$ cat config.mk
export PLATFORM = sky130hd
export DESIGN_NAME = chess_timer_flat
export DESIGN_NICKNAME = d
export VERILOG_FILES = /design/src/rtl/chess_timer_pkg.sv /design/src/rtl/chess_timer_if.sv /design/src/rtl/chess_timer_counter.sv /design/src/rtl/chess_timer.sv /design/src/flat_wrapper.sv
export SDC_FILE = /design/constraint.sdc
export NUM_CORES = 1
export LEC_CHECK = 0
export ABC_AREA = 1
export BUFFER_PORTS_ARGS = -buffer_cell sky130_fd_sc_hd__buf_2
export CAP_MARGIN = 20
export CORE_UTILIZATION = 45
export DETAILED_ROUTE_END_ITERATION = 10
export HOLD_SLACK_MARGIN = 0.02
export PLACE_DENSITY = 0.73
export SLEW_MARGIN = 20
export SYNTH_ARGS = -nofsm -noshare
export SYNTH_HDL_FRONTEND = slang
export SYNTH_SLANG_ARGS = --single-unit
$ cat constraint.sdc
create_clock -name CLK -period 2 [get_ports CLK]
set_clock_uncertainty 0.2 [all_clocks]
set_input_delay 0.1 -clock CLK [delete_from_list [all_inputs] [get_ports CLK]]
set_output_delay 0.1 -clock CLK [all_outputs]
set_load 0.01 [all_outputs]
$ cat src/rtl/chess_timer_pkg.sv
// Shared definitions for the chess clock: FSM state encoding and default widths.
package chess_timer_pkg;

   localparam int DEF_TIME_W     = 16;
   localparam int DEF_INC_W      = 8;
   localparam int DEF_RESET_TIME = 300;

   typedef enum logic [2:0] {
      ST_IDLE    = 3'd0,
      ST_RUN1    = 3'd1,
      ST_RUN2    = 3'd2,
      ST_PAUSED  = 3'd3,
      ST_FLAGGED = 3'd4
   } state_e;

endpackage

$ cat src/rtl/chess_timer_if.sv
// Player-facing controls and clock display outputs of the chess clock.
interface chess_timer_if
   import chess_timer_pkg::*;
#(
   parameter int TIME_W = DEF_TIME_W,
   parameter int INC_W  = DEF_INC_W
);
   logic              TICK;
   logic              LOAD;
   logic [TIME_W-1:0] INIT_TIME;
   logic [INC_W-1:0]  INC;
   logic              PRESS1;
   logic              PRESS2;
   logic              PAUSE;
   logic [TIME_W-1:0] TIM1;
   logic [TIME_W-1:0] TIM2;
   logic [1:0]        ACTIVE;
   logic              FLAG1;
   logic              FLAG2;
   logic [2:0]        STATE;

   modport master (
      output TICK, LOAD, INIT_TIME, INC, PRESS1, PRESS2, PAUSE,
      input  TIM1, TIM2, ACTIVE, FLAG1, FLAG2, STATE
   );

   modport slave (
      input  TICK, LOAD, INIT_TIME, INC, PRESS1, PRESS2, PAUSE,
      output TIM1, TIM2, ACTIVE, FLAG1, FLAG2, STATE
   );

endinterface

$ cat src/rtl/chess_timer_counter.sv
// One player's remaining-time counter with sticky timeout flag.
// CHESS_TIMER_INC_EN builds the saturating Fischer increment; otherwise moves add nothing.
module chess_timer_counter #(
   parameter int                TIME_W     = 16,
   parameter int                INC_W      = 8,
   parameter logic [TIME_W-1:0] RESET_TIME = TIME_W'(300)
) (
   input  logic              CLK,
   input  logic              CLR,
   input  logic              load_i,
   input  logic [TIME_W-1:0] init_i,
   input  logic              dec_i,
   input  logic              add_i,
   input  logic [INC_W-1:0]  inc_i,
   output logic [TIME_W-1:0] tim_o,
   output logic              flag_o,
   output logic              expire_o
);

   logic [TIME_W-1:0] tim_q, tim_d;
   logic              flag_q, flag_d;
   logic [TIME_W-1:0] moved;

   // A tick at 1 (or already at 0) runs the clock out; the move is then void.
   assign expire_o = dec_i && (tim_q <= TIME_W'(1));

`ifdef CHESS_TIMER_INC_EN
   logic [TIME_W:0] sum;

   always_comb begin
      sum   = {1'b0, tim_q} + (add_i ? (TIME_W+1)'(inc_i) : '0) - (TIME_W+1)'(dec_i);
      moved = sum[TIME_W] ? '1 : sum[TIME_W-1:0];
   end
`else
   logic unused_inc;

   assign unused_inc = ^{inc_i, add_i};

   always_comb begin
      moved = tim_q - TIME_W'(dec_i);
   end
`endif

   always_comb begin
      tim_d  = tim_q;
      flag_d = flag_q;
      if (load_i) begin
         tim_d  = init_i;
         flag_d = 1'b0;
      end else if (expire_o) begin
         tim_d  = '0;
         flag_d = 1'b1;
      end else begin
         tim_d  = moved;
      end
   end

   always_ff @(posedge CLK or posedge CLR) begin
      if (CLR) begin
         tim_q  <= RESET_TIME;
         flag_q <= 1'b0;
      end else begin
         tim_q  <= tim_d;
         flag_q <= flag_d;
      end
   end

   assign tim_o  = tim_q;
   assign flag_o = flag_q;

endmodule

$ cat src/rtl/chess_timer.sv
// Two-player chess clock: turn FSM, pause-side memory and output registers.
// Fischer increment is built only when CHESS_TIMER_INC_EN is defined.
//
//   state      | meaning
//   IDLE       | clocks loaded, waiting for first press
//   RUN1       | player 1's clock counting down
//   RUN2       | player 2's clock counting down
//   PAUSED     | both clocks stopped, side_q remembers who resumes
//   FLAGGED    | a clock ran out; everything frozen until LOAD/CLR
module chess_timer
   import chess_timer_pkg::*;
#(
   parameter int                TIME_W     = DEF_TIME_W,
   parameter int                INC_W      = DEF_INC_W,
   parameter logic [TIME_W-1:0] RESET_TIME = TIME_W'(DEF_RESET_TIME)
) (
   input  logic         CLK,
   input  logic         CLR,
   chess_timer_if.slave bus
);

   state_e      state_q, state_d;
   logic        side_q, side_d;
   logic [1:0]  active_q, active_d;
   logic        dec1, dec2, add1, add2;
   logic        exp1, exp2;

   // PAUSE wins over a same-cycle press of the running side.
   assign dec1 = (state_q == ST_RUN1) && bus.TICK;
   assign dec2 = (state_q == ST_RUN2) && bus.TICK;
   assign add1 = (state_q == ST_RUN1) && bus.PRESS1 && !bus.PAUSE;
   assign add2 = (state_q == ST_RUN2) && bus.PRESS2 && !bus.PAUSE;

   chess_timer_counter #(
      .TIME_W    (TIME_W),
      .INC_W     (INC_W),
      .RESET_TIME(RESET_TIME)
   ) u_cnt1 (
      .CLK     (CLK),
      .CLR     (CLR),
      .load_i  (bus.LOAD),
      .init_i  (bus.INIT_TIME),
      .dec_i   (dec1),
      .add_i   (add1),
      .inc_i   (bus.INC),
      .tim_o   (bus.TIM1),
      .flag_o  (bus.FLAG1),
      .expire_o(exp1)
   );

   chess_timer_counter #(
      .TIME_W    (TIME_W),
      .INC_W     (INC_W),
      .RESET_TIME(RESET_TIME)
   ) u_cnt2 (
      .CLK     (CLK),
      .CLR     (CLR),
      .load_i  (bus.LOAD),
      .init_i  (bus.INIT_TIME),
      .dec_i   (dec2),
      .add_i   (add2),
      .inc_i   (bus.INC),
      .tim_o   (bus.TIM2),
      .flag_o  (bus.FLAG2),
      .expire_o(exp2)
   );

   always_comb begin
      state_d = state_q;
      side_d  = side_q;
      if (bus.LOAD) begin
         state_d = ST_IDLE;
      end else begin
         case (state_q)
            ST_IDLE: begin
               if (bus.PRESS2)      state_d = ST_RUN1;
               else if (bus.PRESS1) state_d = ST_RUN2;
            end
            ST_RUN1: begin
               if (exp1) begin
                  state_d = ST_FLAGGED;
               end else if (bus.PAUSE) begin
                  state_d = ST_PAUSED;
                  side_d  = 1'b0;
               end else if (bus.PRESS1) begin
                  state_d = ST_RUN2;
               end
            end
            ST_RUN2: begin
               if (exp2) begin
                  state_d = ST_FLAGGED;
               end else if (bus.PAUSE) begin
                  state_d = ST_PAUSED;
                  side_d  = 1'b1;
               end else if (bus.PRESS2) begin
                  state_d = ST_RUN1;
               end
            end
            ST_PAUSED: begin
               if (bus.PAUSE) state_d = side_q ? ST_RUN2 : ST_RUN1;
            end
            ST_FLAGGED: state_d = ST_FLAGGED;
            default:    state_d = ST_IDLE;
         endcase
      end

      active_d = 2'b00;
      if (state_d == ST_RUN1)      active_d = 2'b01;
      else if (state_d == ST_RUN2) active_d = 2'b10;
   end

   always_ff @(posedge CLK or posedge CLR) begin
      if (CLR) begin
         state_q  <= ST_IDLE;
         side_q   <= 1'b0;
         active_q <= 2'b00;
      end else begin
         state_q  <= state_d;
         side_q   <= side_d;
         active_q <= active_d;
      end
   end

   assign bus.ACTIVE = active_q;
   assign bus.STATE  = state_q;

endmodule

$ cat src/flat_wrapper.sv
// flat-port wrapper written by rule: the top's interface ports become plain ports
module chess_timer_flat import chess_timer_pkg::*;
#(
   parameter int                TIME_W     = DEF_TIME_W,
   parameter int                INC_W      = DEF_INC_W,
   parameter logic [TIME_W-1:0] RESET_TIME = TIME_W'(DEF_RESET_TIME)
)
  (CLK, CLR, bus_TICK, bus_LOAD, bus_INIT_TIME, bus_INC, bus_PRESS1, bus_PRESS2, bus_PAUSE, bus_TIM1, bus_TIM2, bus_ACTIVE, bus_FLAG1, bus_FLAG2, bus_STATE);
  chess_timer_if #(.TIME_W(TIME_W), .INC_W(INC_W)) bus_i ();
  input  logic CLK;
  input  logic CLR;
  input wire logic [$bits(bus_i.TICK)-1:0] bus_TICK;
  input wire logic [$bits(bus_i.LOAD)-1:0] bus_LOAD;
  input wire logic [$bits(bus_i.INIT_TIME)-1:0] bus_INIT_TIME;
  input wire logic [$bits(bus_i.INC)-1:0] bus_INC;
  input wire logic [$bits(bus_i.PRESS1)-1:0] bus_PRESS1;
  input wire logic [$bits(bus_i.PRESS2)-1:0] bus_PRESS2;
  input wire logic [$bits(bus_i.PAUSE)-1:0] bus_PAUSE;
  output wire logic [$bits(bus_i.TIM1)-1:0] bus_TIM1;
  output wire logic [$bits(bus_i.TIM2)-1:0] bus_TIM2;
  output wire logic [$bits(bus_i.ACTIVE)-1:0] bus_ACTIVE;
  output wire logic [$bits(bus_i.FLAG1)-1:0] bus_FLAG1;
  output wire logic [$bits(bus_i.FLAG2)-1:0] bus_FLAG2;
  output wire logic [$bits(bus_i.STATE)-1:0] bus_STATE;
  assign bus_i.TICK = bus_TICK;
  assign bus_i.LOAD = bus_LOAD;
  assign bus_i.INIT_TIME = bus_INIT_TIME;
  assign bus_i.INC = bus_INC;
  assign bus_i.PRESS1 = bus_PRESS1;
  assign bus_i.PRESS2 = bus_PRESS2;
  assign bus_i.PAUSE = bus_PAUSE;
  assign bus_TIM1 = bus_i.TIM1;
  assign bus_TIM2 = bus_i.TIM2;
  assign bus_ACTIVE = bus_i.ACTIVE;
  assign bus_FLAG1 = bus_i.FLAG1;
  assign bus_FLAG2 = bus_i.FLAG2;
  assign bus_STATE = bus_i.STATE;
  chess_timer #(.TIME_W(TIME_W), .INC_W(INC_W), .RESET_TIME(RESET_TIME)) u_core (.CLK(CLK), .CLR(CLR), .bus(bus_i));
endmodule
==> results.toml <==
[synthesis]
synth.distinct_cells = 30
synth_compound_area_frac = 0.145
synthMuxAreaShare = 0
syn_area_um2 = 2600
synth_top_family_by_area = "simple AND/OR/NAND/NOR gates"
synth_edf_count = 0
postSynthCellCount = 306
avgSynthCellArea_um2 = 8.51
synthTopCellsByCount = "53 x nand2_1, 48 x inv_1, 43 x nor2_1"
synthSimpleGateAreaFrac = 0.263
ys.flop_type = "dfrtp_1"
synth-xor-area-share = 0.0841
synth_fp_nets = 341
synth_area_leader_cell = "dfrtp_1"
async_flop_share = 1.00
synth_top_area_share = 0.307
ys_ff_latch = 40
ys_seq_area_frac = 0.388
synth_area_leaders = "dfrtp_1 31%, o22ai_2 9.6%, dfstp_2 8.1%"
yosysWarnings = 0
synth.most_common_cell = "nand2_1"
synth-adder-area-share = 0.0192

[finish]
num-fill-cells = 470
finalNonFillerCells = 484
diodes = 0
area_growth_pct = 34.8
nNetsFinal = 446
final_area_um2 = 3510
drive_above_1_share = 0.400

[placement]
placed_cell_area_um2 = 3100
routabilityCongestion = 0.922
dp_hpwl_mm = 4.71
place_inst = 453
portBuffers = 61

[floorplan]
die-area_um2 = 6100
coreArea_um2 = 5540
start_util = 0.470
num_rows = 27
die_y_um = 78.1
io_pins = 70
die_w_um = 78.1

[timing]
drv_slew = 0
rsz0062_at_grt = "yes"
fin_crit_ns = 1.97
final-setup-viol-count = 0
hold_viol = 0
max_slew_margin = 0.645
worstMarginPinSlew_ns = 0.533
finalSetupTns_ns = 0
fmax_mhz = 507
fin_crit_sh = 0.985

[global_routing]
grt.total_usage = 0.226
grt_pass1_wl_mm = 10.7
antenna_found_initial = 0
overflow = 0
grt_pass1_vias = 2288
grt_max_degree = 41

[drt]
vias_per_cell = 4.99
avgRoutedWirePerCell_um = 14.3
routed_wl_mm = 6.91
drt_iter0_drc = 93
drc = 0
antenna_left = 0
first_pass_iters = 4
num_vias = 2417

[power_and_ir_drop]
cellPowerDensity_nw_per_um2 = 667
p_comb_frac = 0.334
power_frac_seq = 0.433
intPower_mw = 1.51
swShare = 0.356
switchingPower_uw = 834
clockPowerShare = 0.234
leakagePower_nw = 1.74
vdd_drop_max_mv = 0.355

[clock_network]
worst_skew_pair.late_latency_ns = 0.30
cts_root_buf = "clkbuf_8"
cts_tree = "done"
cts_buffers = 5
cts.clk_slew.worst_paths_ns = 0.09
cts_sinks = 40
htreeDepth = 2
clk_path_buf_depth = 2

[run]
maxCapViolations = 0

[setup_path]
critPathArrivalTime_ns = 1.95
path_max_fanout = 4
path_class = "flip-flop to flip-flop"
r2r_setup_slack_ns = 0.03
cp-start-kind = "flip-flop"
end_kind = "flip-flop"
required_ns = 1.98

[run_status]
status = "finished clean"

[worst_hold_path]
hp-class = "primary input to flip-flop"
==> critical path: stages, from the launching register on <==
cell and delay, ns:
dfrtp_1 0.39, inv_2 0.11, nand3_4 0.09, nor2_4 0.16, ha_4 0.15, ha_2 0.19, nand2_4 0.09, nor3_2 0.25
xnor2_1 0.15, o21ai_1 0.08
==> cells in the final DEF, fill, tap and decap left out, types with 3 or more instances in the layout <==
| cell | n |
|---|---|
| a21oi_1 | 6 |
| buf_2 | 61 |
| buf_4 | 22 |
| clkbuf_8 | 5 |
| dfrtp_1 | 31 |
| dfstp_2 | 8 |
| dlygate4sd3_1 | 19 |
| ha_4 | 3 |
| inv_1 | 48 |
| inv_2 | 5 |
| nand2_1 | 49 |
| nand2_4 | 6 |
| nand3_1 | 10 |
| nand3_4 | 4 |
| nor2_1 | 39 |
| nor2_2 | 10 |
| nor2_4 | 10 |
| o21ai_1 | 5 |
| o22ai_1 | 7 |
| o22ai_2 | 20 |
| xnor2_1 | 10 |
| xor2_1 | 15 |
==> power by group through the flow <==
stage	Clock (mW)	Sequential (mW)	Combinational, mW
final	0.548	1.01	0.781
after global routing	0.589	1.03	0.861
after CTS	0.559	1.01	0.732
after detailed placement	0	1.03	0.688
after global placement	0	1.03	0.677
after floorplan	0	1.05	0.417
==> worst paths after layout <==
kind | to | startpoint | depth (start not counted)
worst max-delay path | u_core.u_cnt2.tim_o[12]$_DFF_PP0_ | u_core.bus.STATE[2]$_DFF_PP0_ | 9
worst min-delay path | u_core.bus.ACTIVE[1]$_DFF_PP0_ | bus_PRESS2 | 8
worst max register to register | u_core.u_cnt2.tim_o[12]$_DFF_PP0_ | u_core.bus.STATE[2]$_DFF_PP0_ | 9
worst min register to register | u_core.u_cnt1.flag_o$_DFFE_PP0P_ | u_core.u_cnt1.flag_o$_DFFE_PP0P_ | 2
max in group asynchronous | u_core.bus.STATE[1]$_DFF_PP0_ | CLR | 4
min in group asynchronous | u_core.bus.ACTIVE[1]$_DFF_PP0_ | CLR | 4
==> state kept, by name, summed over array words and instances, names as in the netlist <==
name                  count
u_core.side_q             1
u_core.bus.ACTIVE         2
u_core.u_cnt1.flag_o      1
u_core.u_cnt1.tim_o      16
u_core.u_cnt2.tim_o      16
u_core.u_cnt2.flag_o      1
u_core.bus.STATE          3
==> repair_timing <==
| item | 4_1_cts | 5_1_grt |
|---|---|---|
| hold buffers | 19 | 0 |
| resized for setup | 3 | 22 |
| endpoints found under the hold margin | 67 | 0 |
| setup buffers | 1 | 3 |
| setup endpoints to repair | 5 | 18 |
| pin swaps | 2 | 7 |
==> layout make-up <==
cell class              count  area [um2]  share of cell area
repair buffers            103         681               0.194
clock buffers               5        68.8              0.0196
clock inverters             3        18.8             0.00535
flip-flops and latches     40        1010               0.288
multi-input cells         208        1440               0.411
well taps                  72        90.1              0.0257
inverters                  53         199              0.0567
==> per-stage QoR <==
stage	worst slack, ns	hold slack (ns)	util	power (mW)
6_report	0.0292	0.0910	0.634	2.34
3_3_place_gp	0.0186	0.0565	0.559	1.70
2_1_floorplan	-0.0219	-0.0369	-	1.47
5_1_grt	-0.0907	0.142	0.634	2.48
3_5_place_dp	-0.00384	0.0661	0.559	1.71
4_1_cts	-0.00234	0.0841	0.612	2.30
==> routing by layer <==
metal / vias to the layer above / routed length [um] / part of all wire / global-route usage
li1: 1178 / - / - / -
met3: 19 / 341 / 0.049 / 0.0360
met1: 1144 / 3050 / 0.44 / 0.301
met5: - / 0 / 0 / 0
met2: 76 / 3300 / 0.48 / 0.361
met4: 0 / 214 / 0.031 / 0.100
==> logic make-up (layout without fill, tap and decap cells) <==
family	after synthesis	count (layout)
and+or+nand+nor	137	137
buffers and inverters	58	164
AOI/OAI and AO/OA	42	42
DFF	40	40
xor gates and xnor gates	25	25
adders and majority gates	4	4
(Power assumes the default switching activity.)
